<file path="src/rtl/alu_operand_pkg.sv">
// Shared types and constants for the ALU operand-B select pipeline.
// Latency: n/a (declarations only).
// Backpressure: n/a (declarations only).
package alu_operand_pkg;

  // Default operand width of the datapath
  localparam int DEF_WIDTH = 32;

  // Skid-buffer occupancy states
  typedef enum logic [1:0] {
    EMPTY = 2'b00,
    ONE   = 2'b01,
    TWO   = 2'b10
  } state_t;

  // Select codes for the standard operand-B sources
  localparam logic [2:0] SEL_REGB   = 3'd0;
  localparam logic [2:0] SEL_FOUR   = 3'd1;
  localparam logic [2:0] SEL_IMM_SE = 3'd2;
  localparam logic [2:0] SEL_IMM_SH = 3'd3;
  localparam logic [2:0] SEL_OTHER  = 3'd4;

endpackage

</file>
<file path="src/rtl/alu_operand_pipe_operand_sel.sv">
// N_IN-way operand selector; any code at or past the last entry picks the last entry.
// Latency: combinational, zero cycles.
// Backpressure: none; pure function of its inputs.
module operand_sel #(
  parameter int WIDTH = 32,
  parameter int N_IN  = 5,
  parameter int SEL_W = 3
) (
  input  logic [N_IN*WIDTH-1:0] in_flat,
  input  logic [SEL_W-1:0]      sel,
  output logic [WIDTH-1:0]      dout
);

  // Start from the fallback entry, then override on an exact match below it
  always_comb begin
    dout = in_flat[(N_IN-1)*WIDTH +: WIDTH];
    for (int i = 0; i < N_IN - 1; i++) begin
      if (sel == SEL_W'(i)) begin
        dout = in_flat[i*WIDTH +: WIDTH];
      end
    end
  end

endmodule

</file>
<file path="src/rtl/alu_operand_pipe.sv">
// Selects one operand-B source and launches it through a two-entry skid buffer.
// Latency: value accepted at edge k is on out (out_valid=1) right after edge k.
// Backpressure: in_ready drops only when both entries are full; decoded from state, no path from out_ready.
module alu_operand_pipe
  import alu_operand_pkg::*;
#(
  parameter int WIDTH = DEF_WIDTH,
  parameter int N_IN  = 5,
  parameter int SEL_W = 3
) (
  input  logic                  clk,
  input  logic                  reset,
  input  logic [N_IN*WIDTH-1:0] in_flat,
  input  logic [SEL_W-1:0]      sel,
  input  logic                  in_valid,
  output logic                  in_ready,
  output logic [WIDTH-1:0]      out,
  output logic                  out_valid,
  input  logic                  out_ready,
  output logic                  sel_err
);

  state_t           state_q;
  state_t           state_d;
  logic [WIDTH-1:0] head_q;
  logic [WIDTH-1:0] skid_q;
  logic [WIDTH-1:0] sel_val;
  logic             sel_err_q;
  logic             accept;
  logic             pop;
  logic             sel_bad;
  logic             head_ld_new;
  logic             head_ld_skid;
  logic             skid_ld_new;

  operand_sel #(
    .WIDTH (WIDTH),
    .N_IN  (N_IN),
    .SEL_W (SEL_W)
  ) u_sel (
    .in_flat (in_flat),
    .sel     (sel),
    .dout    (sel_val)
  );

  assign in_ready  = (state_q != TWO) & ~reset;
  assign out_valid = (state_q != EMPTY);
  assign out       = head_q;
  assign sel_err   = sel_err_q;
  assign accept    = in_valid & in_ready;
  assign pop       = out_valid & out_ready;
  // Zero-extended compare so the check stays correct when 2**SEL_W == N_IN
  assign sel_bad   = (32'(sel) >= 32'(N_IN));

  // State register
  always_ff @(posedge clk) begin
    if (reset) begin
      state_q <= EMPTY;
    end else begin
      state_q <= state_d;
    end
  end

  // Next state and register load strobes from accept/pop in the current state
  always_comb begin
    state_d      = state_q;
    head_ld_new  = 1'b0;
    head_ld_skid = 1'b0;
    skid_ld_new  = 1'b0;
    case (state_q)
      EMPTY: begin
        if (accept) begin
          state_d     = ONE;
          head_ld_new = 1'b1;
        end
      end
      ONE: begin
        if (accept && pop) begin
          head_ld_new = 1'b1;
        end else if (accept) begin
          state_d     = TWO;
          skid_ld_new = 1'b1;
        end else if (pop) begin
          state_d = EMPTY;
        end
      end
      TWO: begin
        if (pop) begin
          state_d      = ONE;
          head_ld_skid = 1'b1;
        end
      end
      default: begin
        state_d = EMPTY;
      end
    endcase
  end

  // Head/skid data registers and the sticky select-error flag
  always_ff @(posedge clk) begin
    if (reset) begin
      head_q    <= '0;
      skid_q    <= '0;
      sel_err_q <= 1'b0;
    end else begin
      if (head_ld_new) begin
        head_q <= sel_val;
      end else if (head_ld_skid) begin
        head_q <= skid_q;
      end
      if (skid_ld_new) begin
        skid_q <= sel_val;
      end
      if (accept && sel_bad) begin
        sel_err_q <= 1'b1;
      end
    end
  end

endmodule

</file>
<file path="config.mk">
export PLATFORM = sky130hd
export DESIGN_NAME = alu_operand_pipe
export DESIGN_NICKNAME = d
export VERILOG_FILES = /design/src/rtl/alu_operand_pkg.sv /design/src/rtl/alu_operand_pipe_operand_sel.sv /design/src/rtl/alu_operand_pipe.sv
export SDC_FILE = /design/constraint.sdc
export NUM_CORES = 1
export LEC_CHECK = 0
export BUFFER_PORTS_ARGS = -buffer_cell sky130_fd_sc_hd__buf_4
export CELL_PAD_IN_SITES_DETAIL_PLACEMENT = 1
export CELL_PAD_IN_SITES_GLOBAL_PLACEMENT = 1
export CORE_ASPECT_RATIO = 1.1
export CORE_MARGIN = 2
export CORE_UTILIZATION = 30
export CTS_CLUSTER_SIZE = 40
export DETAILED_ROUTE_END_ITERATION = 8
export PLACE_DENSITY_LB_ADDON = 0.2
export SLEW_MARGIN = 5
export SYNTH_ARGS = -nofsm -noshare
export SYNTH_HDL_FRONTEND = slang
export SYNTH_SLANG_ARGS = --single-unit
</file>
<file path="constraint.sdc">
create_clock -name clk -period 1.34 [get_ports clk]
set_input_delay 0 -clock clk [delete_from_list [all_inputs] [get_ports clk]]
set_output_delay 0 -clock clk [all_outputs]
set_load 0.01 [all_outputs]
</file>
## Yosys cells after proc, flatten, opt, wreduce, memory -nomap -nowiden

Index checks and enable logic that the tools add are counted.

- Reduce and logical (&&, ||, !) cells: 7
- Multipliers: 0
- Equal/unequal tests: 10
- Shift-type cells: 0
- Muxes and demuxes: 19
- Add/sub/neg operators: 0
- Magnitude comparators: 1
- Bitwise operators: 4
- Div/mod/pow operators: 0

Operators with widths:

| cell | number |
|---|---|
| two-way mux 32 bit | 6 |
| two-way mux 2 bit | 5 |
| inequality test 2 bit, second input constant | 4 |
| == test 3 x 2 -> 1 bit, second input constant | 2 |
| two-way mux 1 bit | 6 |
| case mux 2 bit (3 select lines) | 1 |
| AND reduction 4 bit | 1 |
| nonzero test 2 bit | 2 |
| bitwise AND 1 bit | 3 |
| == test 3 x 1 -> 1 bit, second input constant | 1 |
| greater-or-equal comparator 3 bit, second input constant | 1 |
| zero test 3 bit | 1 |
| inequality test 3 bit, second input constant | 1 |
| == test 2 x 1 -> 1 bit, second input constant | 1 |
| == test 2 bit, second input constant | 1 |
| logical AND 1 bit | 2 |
| zero test 2 bit | 1 |
| case mux 1 bit (2 select lines) | 1 |
| inverter 1 bit | 1 |

- RAM bits: 0
- Flip-flop bits (word level): 67
- Bits in latches: 0
- Bits of input ports: 167
- Output and inout port bits: 35
- Memory bits (read-only): 0
- Memories kept: 0

## Longest topological paths before layout

Gate-level depths: netlist of the first run.

- Depth in word-level cells: 7
- Mapped depth: 7
- Depth with buffers taken out: 4

## Cells and area by module

A second synthesis of the first run with hierarchy kept.

- Cells, all modules: 578
- Area, all modules: 4304.1 um^2

Modules (own cells, without submodules):

| module | area each (um^2) | seq. area each (um^2) | cells each | instances |
|---|---|---|---|---|
| alu_operand_pipe | 2910.3 | 1341.3 | 352 | 1 |
| operand_sel | 1393.8 | 0.0 | 226 | 1 |

## Worst setup path after synthesis of the first run

Ideal clock, no wire load.

- Path kind: register -> register
- From: register state_q[0]
- To: register head_q[12], in the netlist out[12]
- Period minus slack after synthesis: 1466 ps
- Setup time: 139 ps
- Cell stages (with the launch flop): 7
- Setup slack: -126 ps
- Arrival: 1327 ps
- Cells stage by stage: dfxtp_1 and3b_1 buf_2 buf_2 buf_6 a211oi_1 a311oi_2

- Cells in the longest elaborated chain, start to end: 7

Ends and longest elaborated chain:

| what | line | RTL |
|---|---|---|
| start: declaration | alu_operand_pipe.sv:23 | `state_t state_q;` |
| start signal: assignment | alu_operand_pipe.sv:60 | `state_q <= state_d;` |
| inequality test 2 bit | alu_operand_pipe.sv:46 | `assign in_ready = (state_q != TWO) & ~reset;` |
| bitwise AND 1 bit | alu_operand_pipe.sv:46 |  |
| bitwise AND 1 bit | alu_operand_pipe.sv:50 | `assign accept = in_valid & in_ready;` |
| logical AND 1 bit | alu_operand_pipe.sv:78 | `if (accept && pop) begin` |
| two-way mux 1 bit | alu_operand_pipe.sv:78 |  |
| case mux 1 bit (2 select lines) | alu_operand_pipe.sv:70 | `case (state_q)` |
| two-way mux 32 bit / nonzero test 2 bit (equally long branches) | - |  |
| end signal: assignment | alu_operand_pipe.sv:107 | `head_q <= sel_val;` |
| end signal: assignment | alu_operand_pipe.sv:109 | `head_q <= skid_q;` |
| end: declaration | alu_operand_pipe.sv:25 | `logic [WIDTH-1:0] head_q;` |

Parallel ways exist; a longest one is shown, timed or not.
A chain may end at the register's enable or synchronous reset.

## Worst setup path in the final report of the first run

- From: register state_q[1]
- To: register head_q[12], in the netlist out[12]

Same word-level chain as after synthesis.

==> flow_summary.json, run 1 <==
{
  "outcome": "finished with violations",
  "violations": "negative hold slack, negative setup slack",
  "syn_to_final_growth_pct": 69.3,
  "synth_area_leaders": "dfxtp_1 31%, a311oi_1 11%, nand2b_1 9.6%",
  "layout_min_cycle_time_ps": 1430,
  "core_area_um2": 13900,
  "hp-start": "in_flat[102]",
  "hold_viol": 2,
  "drv_cap": 0,
  "hold_class": "input pin to flip-flop",
  "grt_max_degree": 41,
  "synth_common_cells": "67 x dfxtp_1, 66 x nand2b_1, 54 x a311oi_1",
  "grt_usage_pct": 23.4,
  "finalNonFillerCells": 938,
  "die_x_um": 118,
  "die_area_um2": 15300,
  "required_ps": 1590,
  "cts_sinks": 67,
  "detail_route.wl_per_cell_um": 20.6,
  "die_h_um": 129,
  "power_density_nw_per_um2": 910,
  "syn_inst": 512,
  "ys_ff_latch": 67,
  "cp-start-kind": "flip-flop",
  "via_per_inst": 5.58,
  "ctsLongestPathBuffers": 2,
  "vias": 5230,
  "root_buffer": "clkbuf_16",
  "cts_made_buffers": 9,
  "async_flop_share_pct": 0,
  "dpl.hpwl_um": 13200,
  "drt-initial-drc-count": 199,
  "overflow": 0,
  "slowest_delay_ps": 340,
  "pre_cts_ws_ps": -134,
  "reg2reg_from": "state_q[1]$_SDFFE_PP0P_",
  "drc": 0,
  "synth_top_area_share_pct": 31.3,
  "clk_pin_slew_worst_paths_ps": 60,
  "synth_cell_types": 31,
  "seq_area_frac_synth_pct": 31.3,
  "setup_violations": 25,
  "fmax_mhz": 701,
  "crit_type": "flip-flop to flip-flop",
  "slowest_stage": "dfxtp_2",
  "crit_start": "state_q[1]$_SDFFE_PP0P_",
  "portBuffers": 201,
  "synthFlopType": "dfxtp_1",
  "grt_pass1_vias": 5319,
  "ant_nets": 0,
  "final_nets": 912,
  "drive_gt1_share_pct": 42.5,
  "placed_cells": 884,
  "rows": 45,
  "grt_pass1_wl_um": 28100,
  "tightest_slew_ps": 498,
  "yosys.area.top_type": "dfxtp_1",
  "pin_count": 202,
  "globalplace.congestion": 0.817,
  "syn_area_per_cell_um2": 8.38,
  "finalCritPeriodShare_pct": 106,
  "met2_usage_pct": 41.0,
  "synth_nets": 679,
  "fin_skew_ps": 5.27,
  "cts_tree": "yes",
  "use_met3_pct": 3.79,
  "synth_enable_flop_cells": 0,
  "p_leak_uw": 0.00288,
  "path_cells": "nand2b_4, nor3b_4, buf_4, clkbuf_16, a211oi_2, a311oi_2",
  "ir_worst_vdd_mv": 0.602,
  "syn_area_um2": 4290,
  "hold_slack_ps": -2.36,
  "crit_fanout": 10,
  "end_kind": "flip-flop",
  "max-slew-margin-rel_pct": 66.8,
  "busiest_layer": "met2",
  "antennaDiodeCount": 0,
  "antenna_found_initial": 0,
  "clock_latency_ps": 340,
  "final.setup.worst_slack_ps": -86.5,
  "h-tree-depth": 3,
  "yosysMostFrequentCell": "dfxtp_1",
  "finalMaxSlewViolations": 0,
  "ys_warn_count": 0,
  "rsz0062_at_grt": "yes",
  "grt.met1_usage_pct": 29.1,
  "firstDrtPassIters": 4,
  "start_util_pct": 30.9,
  "routed_wirelength_um": 19300,
  "critPathArrivalTime_ps": 1670
}
[kinds of logic after synthesis]
| kind of cell | synth area share, % |
|---|---|
| buffers and inverters | 7.09 |
| flip-flops | 31.3 |
| AND/OR/NAND/NOR | 21.7 |
| AO/OA/AOI/OAI | 39.9 |
[power breakdown]
part / switching (µW) / leakage, µW / internal (µW)
Sequential: 93.2 / 0.000550 / 2120
Combinational: 836 / 0.00218 / 1020
Clock: 924 / 0.000159 / 1620
[flip-flops by register name, summed over array words and instances, names as in the netlist]
register / cells
out: 32
skid_q: 32
state_q: 2
sel_err: 1
[what timing repair did]
action / 4_1_cts / 5_1_grt
setup buffers: 2 / 3
cloned: 2 / 4
pin swaps: 13 / 45
endpoints found under the setup margin: 51 / 63
gates resized for setup: 20 / 26
hold buffers: 27 / 0
hold endpoints to repair: 49 / 0
[worst paths after layout]
check,cells past startpoint,slack (ps),endpoint
worst max-delay path,6,-90,out[12]$_SDFFE_PP0P_
worst min-delay path,3,-2,out[6]$_SDFFE_PP0P_
worst max register to register,6,-90,out[12]$_SDFFE_PP0P_
worst min register to register,2,490,skid_q[31]$_SDFFE_PP0P_
[worst max-delay path: cells and delay by family, from the launching register on]
kind                   cells  cell delay (ps)
AND/OR/NAND/NOR            2              410
flip-flops                 1              340
buffers and inverters      2              330
AO/OA/AOI/OAI              2              260
[per-stage QoR]
step	power, µW	TNS [ps]	hold WS, ps	area (µm²)	utilization (%)
2_1_floorplan	2990	-3.61	69.4	4320	-
3_3_place_gp	3860	-728	215	6280	45.1
3_5_place_dp	3910	-2050	222	6280	45.1
4_1_cts	6530	-1250	0.000805	7020	50.5
5_1_grt	6850	-4100	21.5	7270	52.2
6_report	6620	-660	-2.36	7270	52.2
[routing by layer]
metal | vias to the layer above | part of all wire [%]
li1 | 2451 | -
met1 | 2572 | 43
met2 | 179 | 49
met3 | 28 | 5.3
met4 | 0 | 2.4
met5 | - | 0
[placed cells by master, fill, tap and decap left out, types with 16 or more instances in the layout]
cell type      count
nand2b_1          65
dlygate4sd3_1     27
buf_12            16
o32a_1            32
buf_4            227
nand2_1           35
a311oi_1          50
nor2_1            37
o211ai_1          32
a2bb2oi_1         32
dfxtp_1           65
[layout make-up]
cell class                      instances  area [µm²]
Clock inverter                          7        92.6
Timing Repair Buffer                  279        2480
Inverter                                8        30.0
Multi-Input combinational cell        380        2850
Tap cell                              188         235
Fill cell                            1654        6640
Clock buffer                            9         225
Sequential cell                        67        1350
No activity file was read; power rests on OpenSTA's default activity.
==> inputs of run 2 (changes only) <==
Settings changed: ABC_AREA set to 1, CORE_UTILIZATION 30 to 33.
Clock period 1.34 ns to 1.85 ns, I/O delays scaled along.
==> run 2 against run 1 <==
  * The run now ends clean
  * Critical path type unchanged
  * Non-clock buffer count shrank 47
  * Sequential power decreased by 30%
  * Sequential share of layout area up 1.4 points
  * Final area decreased by 7.4%
  * Total power shrank 37%
==> flow_summary.json, run 2 <==
{
  "path_cells": "inv_2, nor2_4, nand2_2, buf_4, o21ai_0, a21oi_1",
  "slowest_stage": "dfxtp_1",
  "detail_route.wl_per_cell_um": 14.5,
  "clock_latency_ps": 330,
  "grt_max_degree": 43,
  "clk_pin_slew_worst_paths_ps": 50,
  "tightest_slew_ps": 454,
  "grt_pass1_wl_um": 28700,
  "antenna_found_initial": 0,
  "vias": 5811,
  "ys_warn_count": 0,
  "pin_count": 202,
  "antennaDiodeCount": 0,
  "synth_compound_area_share_pct": 12.3,
  "p_leak_uw": 0.00384,
  "seq_area_frac_synth_pct": 29.0,
  "syn_inst": 847,
  "grt_usage_pct": 24.5,
  "synth_top_area_share_pct": 29.0,
  "worst-path-buf-inv": 2,
  "required_ps": 2050,
  "via_per_inst": 4.72,
  "drive_gt1_share_pct": 24.6,
  "routed_wirelength_um": 17900,
  "grt.met1_usage_pct": 27.3,
  "slowest_delay_ps": 420,
  "rows": 45,
  "critPathTopFamily": "flip-flops",
  "rr_worst_depth": 6,
  "drt-initial-drc-count": 294,
  "yosys.area_share.simple_pct": 43.2,
  "die_h_um": 128,
  "fmax_mhz": 603,
  "yosys.area.top_type": "dfxtp_1",
  "power_density_nw_per_um2": 615,
  "cts_tree": "yes",
  "firstDrtPassIters": 4,
  "portBuffers": 201,
  "globalplace.congestion": 0.789,
  "core_area_um2": 13700,
  "outcome": "complete, no violations",
  "critPathArrivalTime_ps": 1860,
  "cp.depth": 6,
  "syn_area_um2": 4630,
  "synth-adder-area-share_pct": 0,
  "crit_type": "flip-flop to flip-flop",
  "synth_common_cells": "284 x nand2_1, 127 x inv_1, 112 x nor2_1",
  "finalCritPeriodShare_pct": 89.6,
  "hold_viol": 0,
  "overflow": 0,
  "h-tree-depth": 3,
  "root_buffer": "clkbuf_16",
  "ys_ff_latch": 67,
  "synth_cell_types": 22,
  "synth_top_family_by_area": "simple AND/OR/NAND/NOR gates",
  "hold_slack_ps": 5.16,
  "post-cts-setup-buffers": 0,
  "syn_to_final_growth_pct": 45.4,
  "synth_mux_area_share_pct": 0,
  "ant_nets": 0,
  "max-slew-margin-rel_pct": 69.7,
  "ctsLongestPathBuffers": 2,
  "busiest_layer": "met2",
  "layout_min_cycle_time_ps": 1660,
  "fin_skew_ps": 5.64,
  "dpl.hpwl_um": 13700,
  "met2_usage_pct": 46.1,
  "syn_area_per_cell_um2": 5.47,
  "synth_enable_flop_cells": 0,
  "synth-xor-area-share_pct": 0,
  "finalMaxSlewViolations": 0,
  "die_area_um2": 15000,
  "hold_depth": 5,
  "use_met3_pct": 4.96,
  "cp-start-kind": "flip-flop",
  "cts_made_buffers": 9,
  "grt_pass1_vias": 6010,
  "hold_class": "input pin to flip-flop",
  "end_kind": "flip-flop",
  "rsz0062_at_grt": "no",
  "synth_area_leaders": "dfxtp_1 29%, nand2_1 23%, inv_1 10%",
  "layout_commonest_cell": "nand2_1",
  "setup_violations": 0,
  "drc": 0,
  "tns_ps": 0,
  "synthFlopType": "dfxtp_1",
  "most-common-layout-cells": "283 x nand2_1, 223 x buf_4, 127 x inv_1",
  "async_flop_share_pct": 0,
  "ir_worst_vdd_mv": 0.484,
  "synth_nets": 1014,
  "start_util_pct": 33.7,
  "yosysMostFrequentCell": "nand2_1",
  "crit_fanout": 19,
  "drv_cap": 0,
  "die_x_um": 117,
  "cts_sinks": 67,
  "final_nets": 1208
}
## run 2: worst paths after layout
check | slack, ps | start | to
worst max-delay path | 190 | state_q[1]$_SDFFE_PP0P_ | out[20]$_SDFFE_PP0P_
worst min-delay path | 5 | in_flat[103] | skid_q[7]$_SDFFE_PP0P_
worst max register to register | 190 | state_q[1]$_SDFFE_PP0P_ | out[20]$_SDFFE_PP0P_
worst min register to register | 470 | sel_err$_SDFFE_PP0P_ | sel_err$_SDFFE_PP0P_
## run 2: worst reg2reg max path, stage by stage (launching register included)
cell	delay, ps
dfxtp_1	420
inv_2	90
nor2_4	170
nand2_2	190
buf_4	260
o21ai_0	280
a21oi_1	120
## run 2: logic make-up after synthesis
kind of cell / Yosys count
AO/OA/AOI/OAI: 111
flip-flops: 67
buffers and inverters: 181
AND/OR/NAND/NOR: 488
## run 2: layout make-up
| cell class | count | area (µm²) |
|---|---|---|
| Sequential cell | 67 | 1340 |
| Multi-Input combinational cell | 599 | 2580 |
| Clock buffer | 12 | 256 |
| Fill cell | 1973 | 7010 |
| Tap cell | 188 | 235 |
| Inverter | 132 | 499 |
| Timing Repair Buffer | 232 | 1800 |
| Clock inverter | 2 | 12.5 |
## run 2: through the flow
| stage | setup WS (ps) | instances | power, µW | util [%] | cell area (µm²) |
|---|---|---|---|---|---|
| detailed placement | 160 | 1213 | 2610 | 46.6 | 6400 |
| global route | 115 | 1232 | 4360 | 49.0 | 6730 |
| finish | 193 | 1232 | 4140 | 49.0 | 6730 |
| CTS | 88.3 | 1232 | 4190 | 48.9 | 6720 |
| floorplan | 398 | 847 | 2060 | - | 4630 |
| global placement | 251 | 1213 | 2600 | 46.6 | 6400 |
## run 2: timing repair
| item | in CTS | in global routing |
|---|---|---|
| hold buffers | 5 | 0 |
| endpoints found under the setup margin | 0 | 2 |
| hold endpoints to repair | 5 | 0 |
| gates resized for setup | 0 | 2 |
## run 2: per-layer routing
metal | share of wire [%] | vias to the layer above
met5 | 0 | -
met4 | 2.6 | 0
met3 | 5.3 | 26
met2 | 52 | 163
met1 | 41 | 2666
li1 | - | 2956
## run 2: power by group
group          leakage (µW)  switching, µW  internal, µW
clock              0.000131            596           962
sequential         0.000546           37.1          1510
combinational       0.00316            540           498
total               0.00384           1170          2970
